### src/rtl/gray_pattern_gen.sv
// gray_pattern_gen
//
// Gray-code stimulus source for the Gray-to-binary display path. A binary
// count is loaded from switches on a push-button edge. It is then held, or
// stepped up or down once every TICK_DIV cycles. The registered Gray word
// changes exactly one bit per counting step, including wrap-around.
//
// Ports:
//   clk       system clock, all state updates on its rising edge
//   rst       synchronous active-high reset, highest priority
//   bin_in    [WIDTH] binary value taken from the switches on a load
//   load_btn  asynchronous button level; each clean rising edge is one load
//   mode      [2] 00 hold, 01 count up, 10 count down, 11 hold
//   gray_out  [WIDTH] registered Gray encoding of the current count
//   bin_out   [WIDTH] registered current binary count
//   step      one-cycle pulse on the cycle the outputs change (step or load)
//   run       high while the state machine is in RUN_UP or RUN_DOWN
module gray_pattern_gen #(
    parameter int WIDTH    = 4,
    parameter int TICK_DIV = 25000000
) (
    input  logic             clk,
    input  logic             rst,
    input  logic [WIDTH-1:0] bin_in,
    input  logic             load_btn,
    input  logic [1:0]       mode,
    output logic [WIDTH-1:0] gray_out,
    output logic [WIDTH-1:0] bin_out,
    output logic             step,
    output logic             run
);

    localparam int            PW = (TICK_DIV > 2) ? $clog2(TICK_DIV) : 1;
    localparam logic [PW-1:0] TC = PW'(TICK_DIV - 1);

    typedef enum logic [1:0] {
        HOLD     = 2'b00,
        RUN_UP   = 2'b01,
        RUN_DOWN = 2'b10
    } state_t;

    state_t           state_q;
    state_t           state_d;
    logic [PW-1:0]    presc_q;
    logic [PW-1:0]    presc_d;
    logic [WIDTH-1:0] bin_d;
    logic             upd;
    logic             tick;
    logic             load_evt;

    // Button synchronizer (p0, p1) followed by the previous-sample flop (p2).
    logic load_sync_p0;
    logic load_sync_p1;
    logic load_sync_p2;

    function automatic logic [WIDTH-1:0] to_gray(input logic [WIDTH-1:0] b);
        return b ^ (b >> 1);
    endfunction

    assign run = (state_q != HOLD);

    // State register
    always_ff @(posedge clk) begin
        if (rst) begin
            state_q <= HOLD;
        end else begin
            state_q <= state_d;
        end
    end

    // Next state, prescaler and count update
    always_comb begin
        state_d  = HOLD;
        bin_d    = bin_out;
        upd      = 1'b0;
        presc_d  = presc_q + PW'(1);

        case (mode)
            2'b01:   state_d = RUN_UP;
            2'b10:   state_d = RUN_DOWN;
            default: state_d = HOLD;
        endcase

        load_evt = load_sync_p1 & ~load_sync_p2;
        tick     = (state_q != HOLD) && (presc_q == TC);

        // A load overrides a coincident terminal count: no increment is applied.
        if (load_evt) begin
            bin_d = bin_in;
            upd   = 1'b1;
        end else if (tick) begin
            upd   = 1'b1;
            bin_d = (state_q == RUN_UP) ? bin_out + WIDTH'(1) : bin_out - WIDTH'(1);
        end

        // Prescaler parks at zero in HOLD and restarts on any load, wrap or
        // state change, so the first step lands TICK_DIV cycles after entry.
        if (load_evt || tick || (state_q == HOLD) || (state_d != state_q)) begin
            presc_d = '0;
        end
    end

    // Synchronizer, prescaler and output registers
    always_ff @(posedge clk) begin
        if (rst) begin
            load_sync_p0 <= 1'b0;
            load_sync_p1 <= 1'b0;
            load_sync_p2 <= 1'b0;
            presc_q      <= '0;
            bin_out      <= '0;
            gray_out     <= '0;
            step         <= 1'b0;
        end else begin
            load_sync_p0 <= load_btn;
            load_sync_p1 <= load_sync_p0;
            load_sync_p2 <= load_sync_p1;
            presc_q      <= presc_d;
            step         <= upd;
            // Both outputs come from the same next value so they never disagree.
            if (upd) begin
                bin_out  <= bin_d;
                gray_out <= to_gray(bin_d);
            end
        end
    end

endmodule
### config.mk
export PLATFORM = sky130hd
export DESIGN_NAME = gray_pattern_gen
export DESIGN_NICKNAME = d
export VERILOG_FILES = /design/src/rtl/gray_pattern_gen.sv
export SDC_FILE = /design/constraint.sdc
export NUM_CORES = 1
export LEC_CHECK = 0
export BUFFER_PORTS_ARGS = -buffer_cell sky130_fd_sc_hd__buf_2
export CORE_MARGIN = 4
export CORE_UTILIZATION = 61
export CTS_CLUSTER_SIZE = 20
export DETAILED_ROUTE_END_ITERATION = 8
export GPL_ROUTABILITY_DRIVEN = 0
export PLACE_DENSITY = 0.88
export SYNTH_ARGS = -nofsm -noshare
export SYNTH_HDL_FRONTEND = slang
export SYNTH_SLANG_ARGS = --single-unit
### constraint.sdc
create_clock -name clk -period 5.65 [get_ports clk]
set_input_delay 0.8475 -clock clk [delete_from_list [all_inputs] [get_ports clk]]
set_output_delay 0.8475 -clock clk [all_outputs]
set_load 0.02 [all_outputs]
======== After elaboration in Yosys (flattened, before gate mapping) ========
Cells that the tools add are included.
storage, ports and cells
  output and inout bits ................... 10
  bits in latches ......................... 0
  bits in read-only memories .............. 0
  memory bits (writable) .................. 0
  memories kept ........................... 0
  register bits ........................... 39
cells by class
  add/sub/neg operators ................... 3
  reductions and logical operators ........ 7
  magnitude comparators ................... 0
  bitwise operators ....................... 3
  shifts and indexed selects .............. 0
  muxes and demuxes ....................... 6
  multiply operators ...................... 0
  divide/modulo/power cells ............... 0
  equality and inequality tests ........... 5
operators by type and width
  operator                                              number
  adder 25 x 1 -> 25 bit (second input constant)        1
  equality test 25 bit (second input constant)          1
  2-to-1 mux 4 bit                                      3
  adder 4 x 1 -> 4 bit (second input constant)          1
  equality test 2 x 1 -> 1 bit (second input constant)  2
  case mux 2 bit (2 select lines)                       1
  subtractor 4 x 1 -> 4 bit (second input constant)     1
  XOR 4 x 3 -> 4 bit                                    1
  logical OR 1 bit                                      3
  equality test 2 bit (second input constant)           1
  logical NOT 2 bit                                     1
  2-to-1 mux 1 bit                                      2
  != test 2 bit                                         1
  nonzero test 2 bit                                    1
  OR reduction 2 bit                                    1
  bitwise AND 1 bit                                     1
  logical AND 1 bit                                     1
  inverter 1 bit                                        1

======== Longest topological paths before layout ========
  word-level depth ........................ 6
  depth in mapped cells ................... 8
  gate-level depth less buffers ........... 8

======== Worst setup path after synthesis ========
OpenSTA, ideal clock, no wires.
  path type ............................... register -> register
  start ................................... register presc_q[23]
  end ..................................... register gray_out[2]
  path slack .............................. 3.662 ns
  clock period less this slack ............ 1.988 ns
  stages on the path, launching flop included .. 7
  path buffers ............................ 0
  data arrival time ....................... 1.858 ns
  library setup time ...................... 0.130 ns
  cell sequence ........................... dfxtp_1 or4_4 nor4_4 o211ai_1 xor2_1 o2111ai_1 o211ai_2
on the way
  word-level cells in the longest chain between the ends .. 5
  elaborated cells between the ends (all ways) .. 7
  those cells by class .................... 1 x eq/ne; 4 x mux; 1 x bitwise; 1 x reduce/logical
ends and longest elaborated chain
  item                    RTL line  RTL
  from (decl)             44        logic [PW-1:0] presc_q;
  from (signal assigned)  117       presc_q <= presc_d;
  equality test 25 bit *  85        tick = (state_q != HOLD) && (presc_q == TC);
  logical AND 1 bit *     85
  2-to-1 mux 4 bit        91        end else if (tick) begin
  2-to-1 mux 4 bit        88        if (load_evt) begin
  XOR 4 x 3 -> 4 bit      57        return b ^ (b >> 1);
  to (signal assigned)    122       gray_out <= to_gray(bin_d);
  to (decl)               27        output logic [WIDTH-1:0] gray_out,
Mark *: on every way between the ends. The rest lies on a longest branch, timed or not.
A chain may end at the register's enable or synchronous reset.

======== Worst setup path after layout ========
  start ................................... register presc_q[23]
  end ..................................... register presc_q[9]
on the way
  word-level cells in the longest chain between the ends .. 6
ends and longest elaborated chain
  item                                 RTL line  RTL
  equality test 25 bit                 85
  logical AND 1 bit                    85
  logical OR 1 bit (3 in a row)        98        if (load_evt || tick || (state_q == HOLD) || (state_d != state_q)) begin
  OR reduction 2 bit (no source line)  --
No other way between the ends.

==> out/qor.json <==
{
  "run_status": {
    "outcome": "complete, no violations"
  },
  "yosys": {
    "ys_async_sr_fraction": 0,
    "synth_largest_type_area_fraction": 0.428,
    "ys_warn_count": 0,
    "postSynthCellCount": 198,
    "syn-num-nets": 211,
    "synth-main-ff-cell": "sky130_fd_sc_hd__dfxtp_1",
    "yosys-top-cells-area": "sky130_fd_sc_hd__dfxtp_1 43%, sky130_fd_sc_hd__xor2_1 9.4%, sky130_fd_sc_hd__nor2_1 7.4%",
    "synth_enable_flop_cells": 0,
    "synth.yosys.seq_area_share": 0.428,
    "synth_area_leader_cell": "sky130_fd_sc_hd__dfxtp_1",
    "mappedNetlistArea_um2": 1780,
    "synth.avg_cell_area_um2": 8.97,
    "synth_cell_types": 42,
    "ys_seq_elements": 38
  },
  "worst_hold_path": {
    "hold_path_class": "flip-flop to flip-flop"
  },
  "power": {
    "power-per-cell-area_nw_per_um2": 235,
    "leakage_nw": 0.705,
    "ir_worst_vdd_uv": 226
  },
  "drt": {
    "wl_per_cell_um": 12.6,
    "drcViolationCount": 0,
    "detail_route.vias_per_cell": 5.43,
    "drt-total-wl_um": 3160,
    "initialDrtViolationCount": 31,
    "via_count": 1358,
    "route.antenna.remaining_nets": 0,
    "drt_first_pass_iters": 4
  },
  "timing": {
    "setup-violations-final": 0,
    "tightest_slew_ns": 0.765,
    "finalClockSkew_ns": 0.00871,
    "timing.max_slew.rel_slack": 0.489,
    "post-route-period-util": 0.427,
    "finalMaxSlewViolations": 0,
    "grt_setup_unrepaired": "no",
    "hold_ws_ns": 0.464,
    "final-hold-violation-count": 0,
    "fin_crit_ns": 2.41,
    "fmaxAchievable_mhz": 415,
    "tns_ns": 0
  },
  "critical_path": {
    "max_stage_delay_ns": 0.62,
    "cp_cell_sequence": "or4_4 > nor4_4 > a21oi_2 > nand2_1 > nor2_1",
    "regToRegSetupSlack_ns": 3.24,
    "startpoint": "presc_q[23]",
    "crit_end": "presc_q[9]",
    "cp-start-kind": "flip-flop",
    "worstRegToRegCells": 5,
    "worst-path-max-fanout": 24,
    "r2r-start": "presc_q[23]",
    "crit_path_end_kind": "flip-flop",
    "crit_required_ns": 5.86,
    "rr_endpoint": "presc_q[9]",
    "timing.critical_path.arrival_ns": 2.62,
    "timing.critical_path.slowest_stage_cell": "sky130_fd_sc_hd__nand2_1",
    "setup_crit_path_kind": "flip-flop to flip-flop"
  },
  "floorplan": {
    "fp.coreArea_um2": 2760,
    "ioPinCount": 19,
    "die-area_um2": 3840,
    "chipHeight_um": 62.0,
    "die_x_um": 62.0,
    "initial_utilization": 0.644,
    "placement_rows": 19
  },
  "global_routing": {
    "grt_usage": 0.203,
    "grt_pass1_vias": 1375,
    "grt_first_pass_wirelength_um": 5680,
    "aggregate_global_routing_overflow": 0,
    "grt_start_max_net_pins": 25,
    "grt_antenna_before_repair": 0
  },
  "cts": {
    "path_clk_slew_ns": 0.11,
    "clkLatencyLatePin_ns": 0.35,
    "cts_tree": "yes",
    "post_cts.resized_instances": 0,
    "clock-sinks": 38,
    "buffer_cell_driving_the_clock_tree_root": "sky130_fd_sc_hd__clkbuf_4",
    "h_tree_depth_reported_by_cts": 2,
    "cts_buffer_depth": 2,
    "cts_hold_repair.buffers": 0,
    "numCtsBuffers": 5,
    "post_cts_buffers": 0
  },
  "final_layout": {
    "area_delta_synth_final_pct": 8.53,
    "final_layout_net_count": 231,
    "insertedDiodeCount": 0,
    "number_of_standard_cells_in_the_final_layout_excluding_fillers": 250,
    "post_route_cells_drive_above_1_share": 0.160
  },
  "run": {
    "drv.max_cap_violation_count": 0
  },
  "place": {
    "port_buffers": 18,
    "placed_cells": 242,
    "detailedPlacementHpwl_um": 2300
  }
}
## critical path: cells and delay by family (launching register included)
family	cells	cell delay, ns
AO/OA/AOI/OAI	1	0.18
AND/OR/NAND/NOR	4	1.74
flip-flops	1	0.36
## metrics by stage
stage	power (mW)	cell area [um2]	utilization	worst slack (ns)
6_report	0.452	1930	0.699	3.24
3_3_place_gp	0.309	1860	0.676	3.30
5_1_grt	0.471	1930	0.699	3.03
3_5_place_dp	0.310	1860	0.676	3.24
2_1_floorplan	0.302	1780	-	3.66
4_1_cts	0.458	1930	0.699	3.22
## state kept, by name (all words and copies together) (netlist names)
| name | flops |
|---|---|
| step | 1 |
| state_q | 2 |
| presc_q | 25 |
| load_sync_p2 | 1 |
| load_sync_p1 | 1 |
| load_sync_p0 | 1 |
| gray_out | 4 |
| bin_out | 3 |
## layer usage
metal  track usage  up-vias  part of all wire
met5             0        -                 0
met4         0.115        0             0.031
met3        0.0558        7             0.042
met2         0.327       26              0.46
met1         0.243      621              0.47
li1              -      704                 -
## layout by cell type, fill, tap and decap left out, types with 2 or more instances in the layout
cell type	synthesis	routed
sky130_fd_sc_hd__a211oi_1	2	2
sky130_fd_sc_hd__a21oi_1	6	6
sky130_fd_sc_hd__and3_1	5	5
sky130_fd_sc_hd__buf_2	2	18
sky130_fd_sc_hd__clkbuf_4	0	5
sky130_fd_sc_hd__dfxtp_1	38	38
sky130_fd_sc_hd__ha_1	3	3
sky130_fd_sc_hd__inv_1	6	6
sky130_fd_sc_hd__nand2_1	22	22
sky130_fd_sc_hd__nand2b_1	2	2
sky130_fd_sc_hd__nand3_1	7	7
sky130_fd_sc_hd__nand4_1	5	5
sky130_fd_sc_hd__nor2_1	35	35
sky130_fd_sc_hd__nor2b_1	5	5
sky130_fd_sc_hd__nor3_1	3	3
sky130_fd_sc_hd__nor4_1	2	2
sky130_fd_sc_hd__or2_2	2	2
sky130_fd_sc_hd__xnor2_1	10	10
sky130_fd_sc_hd__xor2_1	19	19
## kinds of logic (layout without fill, tap and decap cells)
logic type / after synthesis / after routing / share of synthesized area
fa+ha+maj: 4 / 4 / 0.0324
xor+xnor: 29 / 29 / 0.143
flops: 38 / 38 / 0.428
compound gates: 16 / 16 / 0.0712
buf+inv: 11 / 32 / 0.0359
simple gates: 100 / 100 / 0.289
## worst min-delay path by stage
stage	slack, ns	cells past startpoint	endpoint	from
after floorplan	0.41	1	load_sync_p1	load_sync_p0
after global placement	0.42	1	load_sync_p1	load_sync_p0
after detailed placement	0.45	1	load_sync_p1	load_sync_p0
after CTS	0.47	1	load_sync_p1	load_sync_p0
after global routing	0.47	1	load_sync_p1	load_sync_p0
final	0.46	1	load_sync_p1	load_sync_p0
## synth_stat cells, types with 2 or more instances
| library cell | count |
|---|---|
| sky130_fd_sc_hd__dfxtp_1 | 38 |
| sky130_fd_sc_hd__nor2_1 | 35 |
| sky130_fd_sc_hd__nand2_1 | 22 |
| sky130_fd_sc_hd__xor2_1 | 19 |
| sky130_fd_sc_hd__xnor2_1 | 10 |
| sky130_fd_sc_hd__nand3_1 | 7 |
| sky130_fd_sc_hd__a21oi_1 | 6 |
| sky130_fd_sc_hd__inv_1 | 6 |
| sky130_fd_sc_hd__and3_1 | 5 |
| sky130_fd_sc_hd__nand4_1 | 5 |
| sky130_fd_sc_hd__nor2b_1 | 5 |
| sky130_fd_sc_hd__ha_1 | 3 |
| sky130_fd_sc_hd__nor3_1 | 3 |
| sky130_fd_sc_hd__a211oi_1 | 2 |
| sky130_fd_sc_hd__buf_2 | 2 |
| sky130_fd_sc_hd__nand2b_1 | 2 |
| sky130_fd_sc_hd__nor4_1 | 2 |
| sky130_fd_sc_hd__or2_2 | 2 |
## power breakdown
group          internal (mW)  switching, mW
Combinational         0.0117         0.0177
Sequential             0.272        0.00260
Clock                 0.0598         0.0889
## layout make-up
type,instances,area [um2]
multi-input cells,149,951
fillers,219,831
flip-flops and latches,38,761
repair buffers,18,90.1
clock buffers,6,51.3
well taps,31,38.8
inverters,6,22.5
clock inverters,2,12.5
Note: power is estimated with default switching activity, not from simulation.
